`config.mk`:
```
export PLATFORM = sky130hd
export DESIGN_NAME = apb_requester_flat
export DESIGN_NICKNAME = d
export VERILOG_FILES = /design/src/rtl/apb_pkg.sv /design/src/rtl/apb_requester_if.sv /design/src/rtl/apb_req_timer.sv /design/src/rtl/apb_requester.sv /design/src/flat_wrapper.sv
export SDC_FILE = /design/constraint.sdc
export NUM_CORES = 1
export LEC_CHECK = 0
export ABC_AREA = 0
export CAP_MARGIN = 20
export CORE_UTILIZATION = 37
export CTS_BUF_LIST = sky130_fd_sc_hd__clkbuf_16
export CTS_CLUSTER_DIAMETER = 100
export DETAILED_ROUTE_END_ITERATION = 10
export PLACE_DENSITY = 0.86
export SETUP_SLACK_MARGIN = 0.1
export SYNTH_ARGS = -nofsm -noshare
export SYNTH_HDL_FRONTEND = slang
export SYNTH_SLANG_ARGS = --single-unit
```
`constraint.sdc`:
```
create_clock -name PCLK -period 1.36 [get_ports PCLK]
set_input_delay 0.272 -clock PCLK [delete_from_list [all_inputs] [get_ports PCLK]]
set_output_delay 0.272 -clock PCLK [all_outputs]
set_load 0.005 [all_outputs]
```
`src/rtl/apb_pkg.sv`:
```
// Shared APB definitions: requester FSM state encoding and PPROT bit positions.
// Used by apb_requester and apb_completer.
package apb_pkg;

    typedef enum logic [1:0] {
        IDLE   = 2'd0,
        SETUP  = 2'd1,
        ACCESS = 2'd2
    } apb_req_state_e;

    localparam int PPROT_PRIV   = 0;
    localparam int PPROT_NONSEC = 1;
    localparam int PPROT_INSTR  = 2;

endpackage : apb_pkg

```
`src/rtl/apb_requester_if.sv`:
```
// Request/response port and APB bus of the requester, bundled as one interface.
// master = requester side, slave = core-side command source plus the APB completer.
interface apb_requester_if #(
    parameter int ADDR_WIDTH = 32,
    parameter int DATA_WIDTH = 32
);
    localparam int STRB_WIDTH = DATA_WIDTH / 8;

    logic                  req_valid;
    logic                  req_ready;
    logic                  req_write;
    logic [ADDR_WIDTH-1:0] req_addr;
    logic [DATA_WIDTH-1:0] req_wdata;
    logic [STRB_WIDTH-1:0] req_strb;
    logic [2:0]            req_prot;

    logic                  rsp_valid;
    logic [DATA_WIDTH-1:0] rsp_rdata;
    logic                  rsp_error;
    logic                  rsp_timeout;

    logic                  PSEL;
    logic                  PENABLE;
    logic                  PWRITE;
    logic [ADDR_WIDTH-1:0] PADDR;
    logic [DATA_WIDTH-1:0] PWDATA;
    logic [STRB_WIDTH-1:0] PSTRB;
    logic [2:0]            PPROT;
    logic [DATA_WIDTH-1:0] PRDATA;
    logic                  PREADY;
    logic                  PSLVERR;

    modport master (
        input  req_valid, req_write, req_addr, req_wdata, req_strb, req_prot,
        output req_ready,
        output rsp_valid, rsp_rdata, rsp_error, rsp_timeout,
        output PSEL, PENABLE, PWRITE, PADDR, PWDATA, PSTRB, PPROT,
        input  PRDATA, PREADY, PSLVERR
    );

    modport slave (
        output req_valid, req_write, req_addr, req_wdata, req_strb, req_prot,
        input  req_ready,
        input  rsp_valid, rsp_rdata, rsp_error, rsp_timeout,
        input  PSEL, PENABLE, PWRITE, PADDR, PWDATA, PSTRB, PPROT,
        output PRDATA, PREADY, PSLVERR
    );

endinterface : apb_requester_if

```
`src/rtl/apb_req_timer.sv`:
```
// ACCESS-phase watchdog: counts consecutive stalled cycles and flags the
// TIMEOUT_CYCLES-th one. Only instantiated when APB_REQ_TIMEOUT_EN is defined.
module apb_req_timer #(
    parameter int TIMEOUT_CYCLES = 16
) (
    input  logic clk,
    input  logic rst_n,
    input  logic clear,
    input  logic stall,
    output logic expired
);
    localparam int CNT_W = $clog2(TIMEOUT_CYCLES + 1);
    localparam logic [CNT_W-1:0] LAST_STALL = CNT_W'(TIMEOUT_CYCLES - 1);

    logic [CNT_W-1:0] cnt_q, cnt_d;

    // Combinational flag so the abort happens on the stalled cycle itself.
    assign expired = stall && (cnt_q == LAST_STALL);

    always_comb begin
        cnt_d = cnt_q;
        if (clear) begin
            cnt_d = '0;
        end else if (stall && !expired) begin
            cnt_d = cnt_q + 1'b1;
        end
    end

    always_ff @(posedge clk or negedge rst_n) begin
        if (!rst_n) begin
            cnt_q <= '0;
        end else begin
            cnt_q <= cnt_d;
        end
    end

endmodule : apb_req_timer

```
`src/rtl/apb_requester.sv`:
```
// APB4 requester: one SETUP->ACCESS transfer per accepted command, registered response pulse.
// Optional ACCESS wait-state watchdog enabled by defining APB_REQ_TIMEOUT_EN.
module apb_requester #(
    parameter int ADDR_WIDTH     = 32,
    parameter int DATA_WIDTH     = 32,
    parameter int TIMEOUT_CYCLES = 16
) (
    input  logic            PCLK,
    input  logic            PRESETn,
    apb_requester_if.master bus
);
    import apb_pkg::*;

    localparam int STRB_WIDTH = DATA_WIDTH / 8;

    apb_req_state_e        state_q, state_d;
    logic [ADDR_WIDTH-1:0] addr_q, addr_d;
    logic                  write_q, write_d;
    logic [DATA_WIDTH-1:0] wdata_q, wdata_d;
    logic [STRB_WIDTH-1:0] strb_q, strb_d;
    logic [2:0]            prot_q, prot_d;
    logic                  rsp_valid_q, rsp_valid_d;
    logic [DATA_WIDTH-1:0] rsp_rdata_q, rsp_rdata_d;
    logic                  rsp_error_q, rsp_error_d;
    logic                  rsp_timeout_q, rsp_timeout_d;
    logic                  timeout_hit;

`ifdef APB_REQ_TIMEOUT_EN
    apb_req_timer #(
        .TIMEOUT_CYCLES(TIMEOUT_CYCLES)
    ) u_timer (
        .clk    (PCLK),
        .rst_n  (PRESETn),
        .clear  (state_q == SETUP),
        .stall  ((state_q == ACCESS) && !bus.PREADY),
        .expired(timeout_hit)
    );
`else
    assign timeout_hit = 1'b0;
`endif

    // NOTE: every signal written here gets a default first, so no path leaves one unassigned and no latch is inferred.
    always_comb begin
        state_d       = state_q;
        addr_d        = addr_q;
        write_d       = write_q;
        wdata_d       = wdata_q;
        strb_d        = strb_q;
        prot_d        = prot_q;
        rsp_valid_d   = 1'b0;
        rsp_rdata_d   = rsp_rdata_q;
        rsp_error_d   = rsp_error_q;
        rsp_timeout_d = rsp_timeout_q;

        unique case (state_q)
            IDLE: begin
                if (bus.req_valid) begin
                    addr_d  = bus.req_addr;
                    write_d = bus.req_write;
                    wdata_d = bus.req_wdata;
                    strb_d  = bus.req_write ? bus.req_strb : '0;
                    prot_d  = bus.req_prot;
                    state_d = SETUP;
                end
            end
            SETUP: begin
                state_d = ACCESS;
            end
            ACCESS: begin
                // PREADY is tested first so a completion on the last allowed cycle beats the watchdog.
                if (bus.PREADY) begin
                    state_d       = IDLE;
                    rsp_valid_d   = 1'b1;
                    rsp_rdata_d   = write_q ? '0 : bus.PRDATA;
                    rsp_error_d   = bus.PSLVERR;
                    rsp_timeout_d = 1'b0;
                end else if (timeout_hit) begin
                    state_d       = IDLE;
                    rsp_valid_d   = 1'b1;
                    rsp_rdata_d   = '0;
                    rsp_error_d   = 1'b1;
                    rsp_timeout_d = 1'b1;
                end
            end
            default: begin
                state_d = IDLE;
            end
        endcase
    end

    // NOTE: state registers use non-blocking assignments so every flop samples pre-edge values.
    always_ff @(posedge PCLK or negedge PRESETn) begin
        if (!PRESETn) begin
            state_q       <= IDLE;
            addr_q        <= '0;
            write_q       <= 1'b0;
            wdata_q       <= '0;
            strb_q        <= '0;
            prot_q        <= '0;
            rsp_valid_q   <= 1'b0;
            rsp_rdata_q   <= '0;
            rsp_error_q   <= 1'b0;
            rsp_timeout_q <= 1'b0;
        end else begin
            state_q       <= state_d;
            addr_q        <= addr_d;
            write_q       <= write_d;
            wdata_q       <= wdata_d;
            strb_q        <= strb_d;
            prot_q        <= prot_d;
            rsp_valid_q   <= rsp_valid_d;
            rsp_rdata_q   <= rsp_rdata_d;
            rsp_error_q   <= rsp_error_d;
            rsp_timeout_q <= rsp_timeout_d;
        end
    end

    // Select/enable decode straight from state so an async reset drops them immediately.
    assign bus.req_ready   = (state_q == IDLE);
    assign bus.PSEL        = (state_q != IDLE);
    assign bus.PENABLE     = (state_q == ACCESS);
    assign bus.PADDR       = addr_q;
    assign bus.PWRITE      = write_q;
    assign bus.PWDATA      = wdata_q;
    assign bus.PSTRB       = strb_q;
    assign bus.PPROT       = prot_q;
    assign bus.rsp_valid   = rsp_valid_q;
    assign bus.rsp_rdata   = rsp_rdata_q;
    assign bus.rsp_error   = rsp_error_q;
    assign bus.rsp_timeout = rsp_timeout_q;

endmodule : apb_requester

```
`src/flat_wrapper.sv`:
```
// flat-port wrapper written by rule: the top's interface ports become plain ports
module apb_requester_flat import apb_pkg::*;
#(
    parameter int ADDR_WIDTH     = 32,
    parameter int DATA_WIDTH     = 32,
    parameter int TIMEOUT_CYCLES = 16
)
  (PCLK, PRESETn, bus_req_valid, bus_req_write, bus_req_addr, bus_req_wdata, bus_req_strb, bus_req_prot, bus_req_ready, bus_rsp_valid, bus_rsp_rdata, bus_rsp_error, bus_rsp_timeout, bus_PSEL, bus_PENABLE, bus_PWRITE, bus_PADDR, bus_PWDATA, bus_PSTRB, bus_PPROT, bus_PRDATA, bus_PREADY, bus_PSLVERR);
  apb_requester_if #(.ADDR_WIDTH(ADDR_WIDTH), .DATA_WIDTH(DATA_WIDTH)) bus_i ();
  input  logic PCLK;
  input  logic PRESETn;
  input wire logic [$bits(bus_i.req_valid)-1:0] bus_req_valid;
  input wire logic [$bits(bus_i.req_write)-1:0] bus_req_write;
  input wire logic [$bits(bus_i.req_addr)-1:0] bus_req_addr;
  input wire logic [$bits(bus_i.req_wdata)-1:0] bus_req_wdata;
  input wire logic [$bits(bus_i.req_strb)-1:0] bus_req_strb;
  input wire logic [$bits(bus_i.req_prot)-1:0] bus_req_prot;
  output wire logic [$bits(bus_i.req_ready)-1:0] bus_req_ready;
  output wire logic [$bits(bus_i.rsp_valid)-1:0] bus_rsp_valid;
  output wire logic [$bits(bus_i.rsp_rdata)-1:0] bus_rsp_rdata;
  output wire logic [$bits(bus_i.rsp_error)-1:0] bus_rsp_error;
  output wire logic [$bits(bus_i.rsp_timeout)-1:0] bus_rsp_timeout;
  output wire logic [$bits(bus_i.PSEL)-1:0] bus_PSEL;
  output wire logic [$bits(bus_i.PENABLE)-1:0] bus_PENABLE;
  output wire logic [$bits(bus_i.PWRITE)-1:0] bus_PWRITE;
  output wire logic [$bits(bus_i.PADDR)-1:0] bus_PADDR;
  output wire logic [$bits(bus_i.PWDATA)-1:0] bus_PWDATA;
  output wire logic [$bits(bus_i.PSTRB)-1:0] bus_PSTRB;
  output wire logic [$bits(bus_i.PPROT)-1:0] bus_PPROT;
  input wire logic [$bits(bus_i.PRDATA)-1:0] bus_PRDATA;
  input wire logic [$bits(bus_i.PREADY)-1:0] bus_PREADY;
  input wire logic [$bits(bus_i.PSLVERR)-1:0] bus_PSLVERR;
  assign bus_i.req_valid = bus_req_valid;
  assign bus_i.req_write = bus_req_write;
  assign bus_i.req_addr = bus_req_addr;
  assign bus_i.req_wdata = bus_req_wdata;
  assign bus_i.req_strb = bus_req_strb;
  assign bus_i.req_prot = bus_req_prot;
  assign bus_req_ready = bus_i.req_ready;
  assign bus_rsp_valid = bus_i.rsp_valid;
  assign bus_rsp_rdata = bus_i.rsp_rdata;
  assign bus_rsp_error = bus_i.rsp_error;
  assign bus_rsp_timeout = bus_i.rsp_timeout;
  assign bus_PSEL = bus_i.PSEL;
  assign bus_PENABLE = bus_i.PENABLE;
  assign bus_PWRITE = bus_i.PWRITE;
  assign bus_PADDR = bus_i.PADDR;
  assign bus_PWDATA = bus_i.PWDATA;
  assign bus_PSTRB = bus_i.PSTRB;
  assign bus_PPROT = bus_i.PPROT;
  assign bus_i.PRDATA = bus_PRDATA;
  assign bus_i.PREADY = bus_PREADY;
  assign bus_i.PSLVERR = bus_PSLVERR;
  apb_requester #(.ADDR_WIDTH(ADDR_WIDTH), .DATA_WIDTH(DATA_WIDTH), .TIMEOUT_CYCLES(TIMEOUT_CYCLES)) u_core (.PCLK(PCLK), .PRESETn(PRESETn), .bus(bus_i));
endmodule
```
==> results of run 1 <==
cell type report:
| class | instances | area [sq um] | share of cell area (%) |
|---|---|---|---|
| Clock buffer | 9 | 225.2 | 2.867 |
| Sequential cell | 108 | 2705 | 34.43 |
| Timing Repair Buffer | 282 | 2889 | 36.77 |
| Multi-Input combinational cell | 148 | 1812 | 23.06 |
| Inverter | 5 | 18.77 | 0.2389 |
| Tap cell | 143 | 178.9 | 2.277 |
| Clock inverter | 7 | 27.53 | 0.3504 |
stage by stage:
stage | utilization [%] | TNS (ns) | area, sq um
2_1_floorplan | - | 0 | 4467
3_5_place_dp | 58.66 | -39.73 | 6784
5_1_grt | 67.93 | -28.92 | 7856
3_3_place_gp | 58.66 | -39.26 | 6784
6_report | 67.93 | -23.18 | 7856
4_1_cts | 65.79 | -21.04 | 7609
power breakdown:
part | internal (uW) | leakage (uW) | switching, uW | total [uW]
registers | 4730 | 0.00130 | 887 | 5620
clock network | 1200 | 0.000136 | 1120 | 2320
logic | 5610 | 0.00219 | 2730 | 8340
worst max-delay path by stage:
stage,start,end,slack (ns),depth (start not counted)
final,u_core.state_q[1],u_core.bus.PADDR[26],-0.26,6
after global placement,bus_req_valid,u_core.bus.PWDATA[4],-0.44,4
after floorplan,u_core.state_q[1],u_core.bus.PADDR[0],0.009,4
after global routing,u_core.state_q[1],u_core.bus.PADDR[26],-0.31,6
after detailed placement,bus_req_valid,u_core.bus.PWDATA[3],-0.45,4
after CTS,u_core.state_q[1],u_core.bus.PADDR[31],-0.25,6
cell families after synthesis:
kind of cell,Yosys count,synth area share [%]
flops,108,60.78
buf+inv,21,4.389
mux,106,29.18
simple gates,41,5.571
other cells,1,0.08433
timing repair:
item | 4_1_cts | 5_1_grt
pin swaps | 1 | 0
endpoints found under the setup margin | 214 | 130
setup buffers | 33 | 11
cloned | 5 | 6
endpoints found under the hold margin | 24 | 0
hold buffers | 1 | 0
resized for setup | 265 | 57
metal layers:
layer,up-vias,global-route usage [%],share of wire (%)
met3,21,5.444,6.3
met2,131,35.90,51
met4,0,9.099,2.2
met5,-,0,0
li1,1490,-,-
met1,1668,23.70,41
worst register-to-register path, cell delays in order, from the launching register on:
cell and delay, ns:
dfrtp_2 0.42, buf_6 0.13, nor3b_4 0.19, buf_6 0.18
buf_12 0.15, clkbuf_16 0.15, mux2_4 0.30
state kept, by name, summed over array words and instances (netlist names):
name	cells
u_core.bus.rsp_valid	1
u_core.bus.PSTRB	4
u_core.state_q	2
u_core.bus.PWRITE	1
u_core.bus.PPROT	3
u_core.bus.rsp_error	1
u_core.bus.PADDR	32
u_core.bus.rsp_rdata	32
u_core.bus.PWDATA	32
cells in the final DEF (no fill, tap or decap), types with 5 or more instances in the layout:
cell type and instances:
dfrtp_1 106, clkdlybuf4s15_1 91, buf_12 7, buf_4 39, buf_16 5, inv_1 8
mux2_4 92, mux2_2 10, clkbuf_2 13, buf_6 10, clkdlybuf4s50_1 107, clkbuf_16 14
nor2b_1 32
==> run summary, run 1 <==
Worst path slowest cell: dfrtp_2
First-pass GRT wire length: 19.58 mm
Crit start category: flip-flop
CP Data Required Time: 1.59 ns
Final ANT Viol Nets: 0
Synth warn: 0
Post-synth top flop: dfrtp_1
Post-synth top area share: 60.78%
Number of synthesized register bits: 108
Row count: 39
IO buf count: 217
DIE AREA: 12,460 sq um
Mean Syn Cell Area: 16.05 sq um
RSZ-0062 raised after global routing: yes
Hpwl dp: 7.991 mm
Total Power: 16,290 uW
Num Clock Sinks: 108
Share of post-route cells with drive strength above 1: 35.96%
Num CTS Buffers: 9
Non-Filler Instances: 702
R2R Setup Slk: -0.26 ns
Initial Util: 38.45%
Nets: 663
Top cells by area, synth: dfrtp_1 61%, mux2_2 18%, mux2_4 9.8%
CTS tree: built
H-tree depth: 3
Vias in the first global route: 3,690
Arrival time worst endpoint: 1.85 ns
Via Count: 3,310
FF-to-FF path depth: 6
Syn nets: 386
Pwr Density: 2073 nW/um^2
Crit-path max cell delay: 0.42 ns
Post-synth ARST share: 100.0%
Fillers: 796
Crit path buf inv count: 4
Failing checks: design-rule violations, negative setup slack
ANT cells: 0
Maximum number of pins on one net before global-route repair: 48
Cell Area, Synth: 4447 sq um
Avg WL per Cell: 18.96 um
Final hold vios: 0
Worst flop-to-flop path endpoint: u_core.bus.PADDR[26]
Leak Pwr: 0.003631 uW
Worst Path Max Fanout: 4
Max Buffers Root-to-Sink: 2
Post-synth top cells: 108 x dfrtp_1, 73 x mux2_2, 32 x nor2b_1
CP most frequent cell: buf_6
Worst Hold Class: input port to async pin
Crit-path leading delay family: buffers and inverters
GR Util All Layers: 20.57%
Placed cells: 632
Number of enable flip-flop cells after synthesis: 0
Overall die width: 111.6 um
Synth cell types: 16
Crit Reg-Reg Startpoint: u_core.state_q[1]
Area Growth Syn to Fin: 76.67%
Register area share after synthesis: 60.78%
Peak supply drop: 0.9678 mV
Slew Viols, Final: 0
DR vias/cell: 4.715
GPL Wtd Cong: 0.7011
Global route total overflow: 0
Leading area contributor after synthesis: dfrtp_1
Fmax: 616.8 MHz
Final number of setup-violating endpoints: 108
Initial antenna violation count: 0
CP endpoint kind: flip-flop
Final Critical Period: 1.621 ns
Top-level I/O count: 219
Worst hold slack: 0.4141 ns
Clk Latency, worst-skew pair: 0.35 ns
Die Y: 111.6 um
Initial DRC Count: 150
Reg clk slew, reported paths: 0.07 ns
Most common cell in the netlist: dfrtp_1
Max-Cap Viols: 0
Worst setup margin: -0.2613 ns
Clk_skew: 0.005631 ns
Drc violations: 14
CORE AREA: 11,560 sq um
Worst slack, placed: -0.4491 ns
Outcome: complete, but fails checks
Routed Wire Length: 13.31 mm
Crit path kind: flip-flop to flip-flop
Critical path cell sequence: buf_6 -> nor3b_4 -> buf_6 -> buf_12 -> clkbuf_16 -> mux2_4
Final period utilization: 119.2%
Clock root buffer: clkbuf_16
Post-synthesis instance total: 277
Number of iterations in the first detailed-routing pass: 7
No activity file was read; power rests on OpenSTA's default activity.
==> run 2: changes to the inputs <==
CORE_MARGIN = 5   (was default)
==> run summary, run 2 (synthesis gave the netlist of run 1 again) <==
Clk Latency, worst-skew pair: 0.34 ns
Top-level I/O count: 219
CORE AREA: 11,910 sq um
Final period utilization: 117.8%
Leak Pwr: 0.003488 uW
Crit path buf inv count: 3
Pwr Density: 2070 nW/um^2
Worst Hold Class: input port to async pin
Hpwl dp: 9.301 mm
Initial DRC Count: 121
Fmax: 624.0 MHz
DIE AREA: 14,310 sq um
GR peak layer: met2
Crit path kind: flip-flop to flip-flop
Critical path cell sequence: buf_6 -> and3b_2 -> buf_6 -> buf_12 -> mux2_4
Final ANT Viol Nets: 0
CP Data Required Time: 1.58 ns
FF-to-FF path depth: 5
GPL Wtd Cong: 0.7637
Via Count: 3,268
Finished Core Util: 64.31%
CP most frequent cell: buf_6
Reg clk slew, reported paths: 0.07 ns
Worst flop-to-flop path endpoint: u_core.bus.rsp_rdata[4]
Num CTS Buffers: 9
Initial Util: 37.33%
Most frequent cells in the layout: 107 x clkdlybuf4s50_1, 106 x dfrtp_1, 88 x clkdlybuf4s15_1
Vias in the first global route: 3,765
DR vias/cell: 4.629
Number of iterations in the first detailed-routing pass: 4
Most common cell after layout, fill and taps aside: clkdlybuf4s50_1
Crit Reg-Reg Startpoint: u_core.state_q[0]
Final hold vios: 0
ANT cells: 0
Maximum number of pins on one net before global-route repair: 47
Crit-path leading delay family: flip-flops
Global route total overflow: 0
Max-Cap Viols: 0
Max Buffers Root-to-Sink: 2
RSZ-0062 raised after global routing: yes
Drc violations: 0
GR Util All Layers: 17.92%
Crit start category: flip-flop
Nets: 664
M2 GR Usage: 31.74%
Outcome: complete, but fails checks
Avg WL per Cell: 18.14 um
Arrival time worst endpoint: 1.82 ns
GR Util met1: 19.34%
Overall die width: 119.6 um
Initial antenna violation count: 0
Routed Wire Length: 12.81 mm
CTS tree: built
Row count: 40
IO buf count: 217
Clk_skew: 0.005952 ns
Share of post-route cells with drive strength above 1: 37.21%
Area Growth Syn to Fin: 72.26%
Worst setup margin: -0.2425 ns
Peak supply drop: 1.092 mV
Final number of setup-violating endpoints: 108
CP endpoint kind: flip-flop
Die Y: 119.6 um
H-tree depth: 3
R2R Setup Slk: -0.24 ns
Num Clock Sinks: 108
Crit-path max cell delay: 0.44 ns
First-pass GRT wire length: 20.07 mm
Slew Viols, Final: 0
Final Critical Period: 1.603 ns
Failing checks: negative setup slack
Clock root buffer: clkbuf_16
GR Layer Usage met3: 6.786%
Worst path slowest cell: dfrtp_2
Worst Path Max Fanout: 5
Worst hold slack: 0.3556 ns
run 2: changes by cell type in the layout (fill, tap and decap cells not counted), moves of 4 or more:
| cell | change |
|---|---|
| buf_4 | +5 |
| mux2_2 | +34 |
| clkbuf_16 | -5 |
| mux2_4 | -34 |
| clkbuf_2 | +4 |
run 2: what timing repair did:
action,in CTS,in global routing
hold buffers,1,0
resized for setup,259,30
cloned,3,0
hold endpoints to repair,18,0
pin swaps,1,0
endpoints found under the setup margin,214,133
setup buffers,34,7
run 2: layout make-up:
cell class                      instances  area (sq um)
Fill cell                             874          4252
Multi-Input combinational cell        148          1678
Clock buffer                            9         225.2
Inverter                                5         18.77
Sequential cell                       108          2705
Tap cell                              147         183.9
Clock inverter                          6         81.33
Timing Repair Buffer                  283          2768
run 2: per-layer routing:
metal  share of wire (%)  routed length (um)  up-vias
met4                 1.8                 227        0
met3                 9.4                1198       16
met5                   0                   0        -
li1                    -                   -     1492
met2                  52                6670      140
met1                  37                4713     1620
run 2: power by group:
| group | switching, uW | internal, uW | total (uW) |
|---|---|---|---|
| registers | 874 | 4730 | 5610 |
| logic | 2530 | 5020 | 7560 |
| clock network | 1100 | 1590 | 2700 |
| total | 4510 | 11300 | 15900 |
run 2: worst max path at each step:
stage | start | endpoint | slack (ns) | cells past startpoint
after CTS | u_core.state_q[0] | u_core.bus.rsp_rdata[2] | -0.23 | 5
after global placement | bus_req_valid | u_core.bus.PADDR[10] | -0.45 | 5
after floorplan | u_core.state_q[1] | u_core.bus.PADDR[0] | 0.009 | 4
final | u_core.state_q[0] | u_core.bus.rsp_rdata[4] | -0.24 | 5
after global routing | u_core.state_q[1] | u_core.bus.PADDR[22] | -0.27 | 5
after detailed placement | bus_req_valid | u_core.bus.PADDR[27] | -0.43 | 5
run 2: per-stage QoR:
step / setup slack [ns] / setup TNS, ns / instance area, sq um / cells / total power (uW)
floorplan: 0.008963 / 0 / 4467 / 277 / 8450
global placement: -0.4535 / -39.37 / 6889 / 646 / 12520
detailed placement: -0.4321 / -38.06 / 6889 / 646 / 12830
CTS: -0.2278 / -19.76 / 7679 / 699 / 15970
global route: -0.2747 / -24.45 / 7660 / 706 / 16780
finish: -0.2425 / -20.18 / 7660 / 706 / 15860
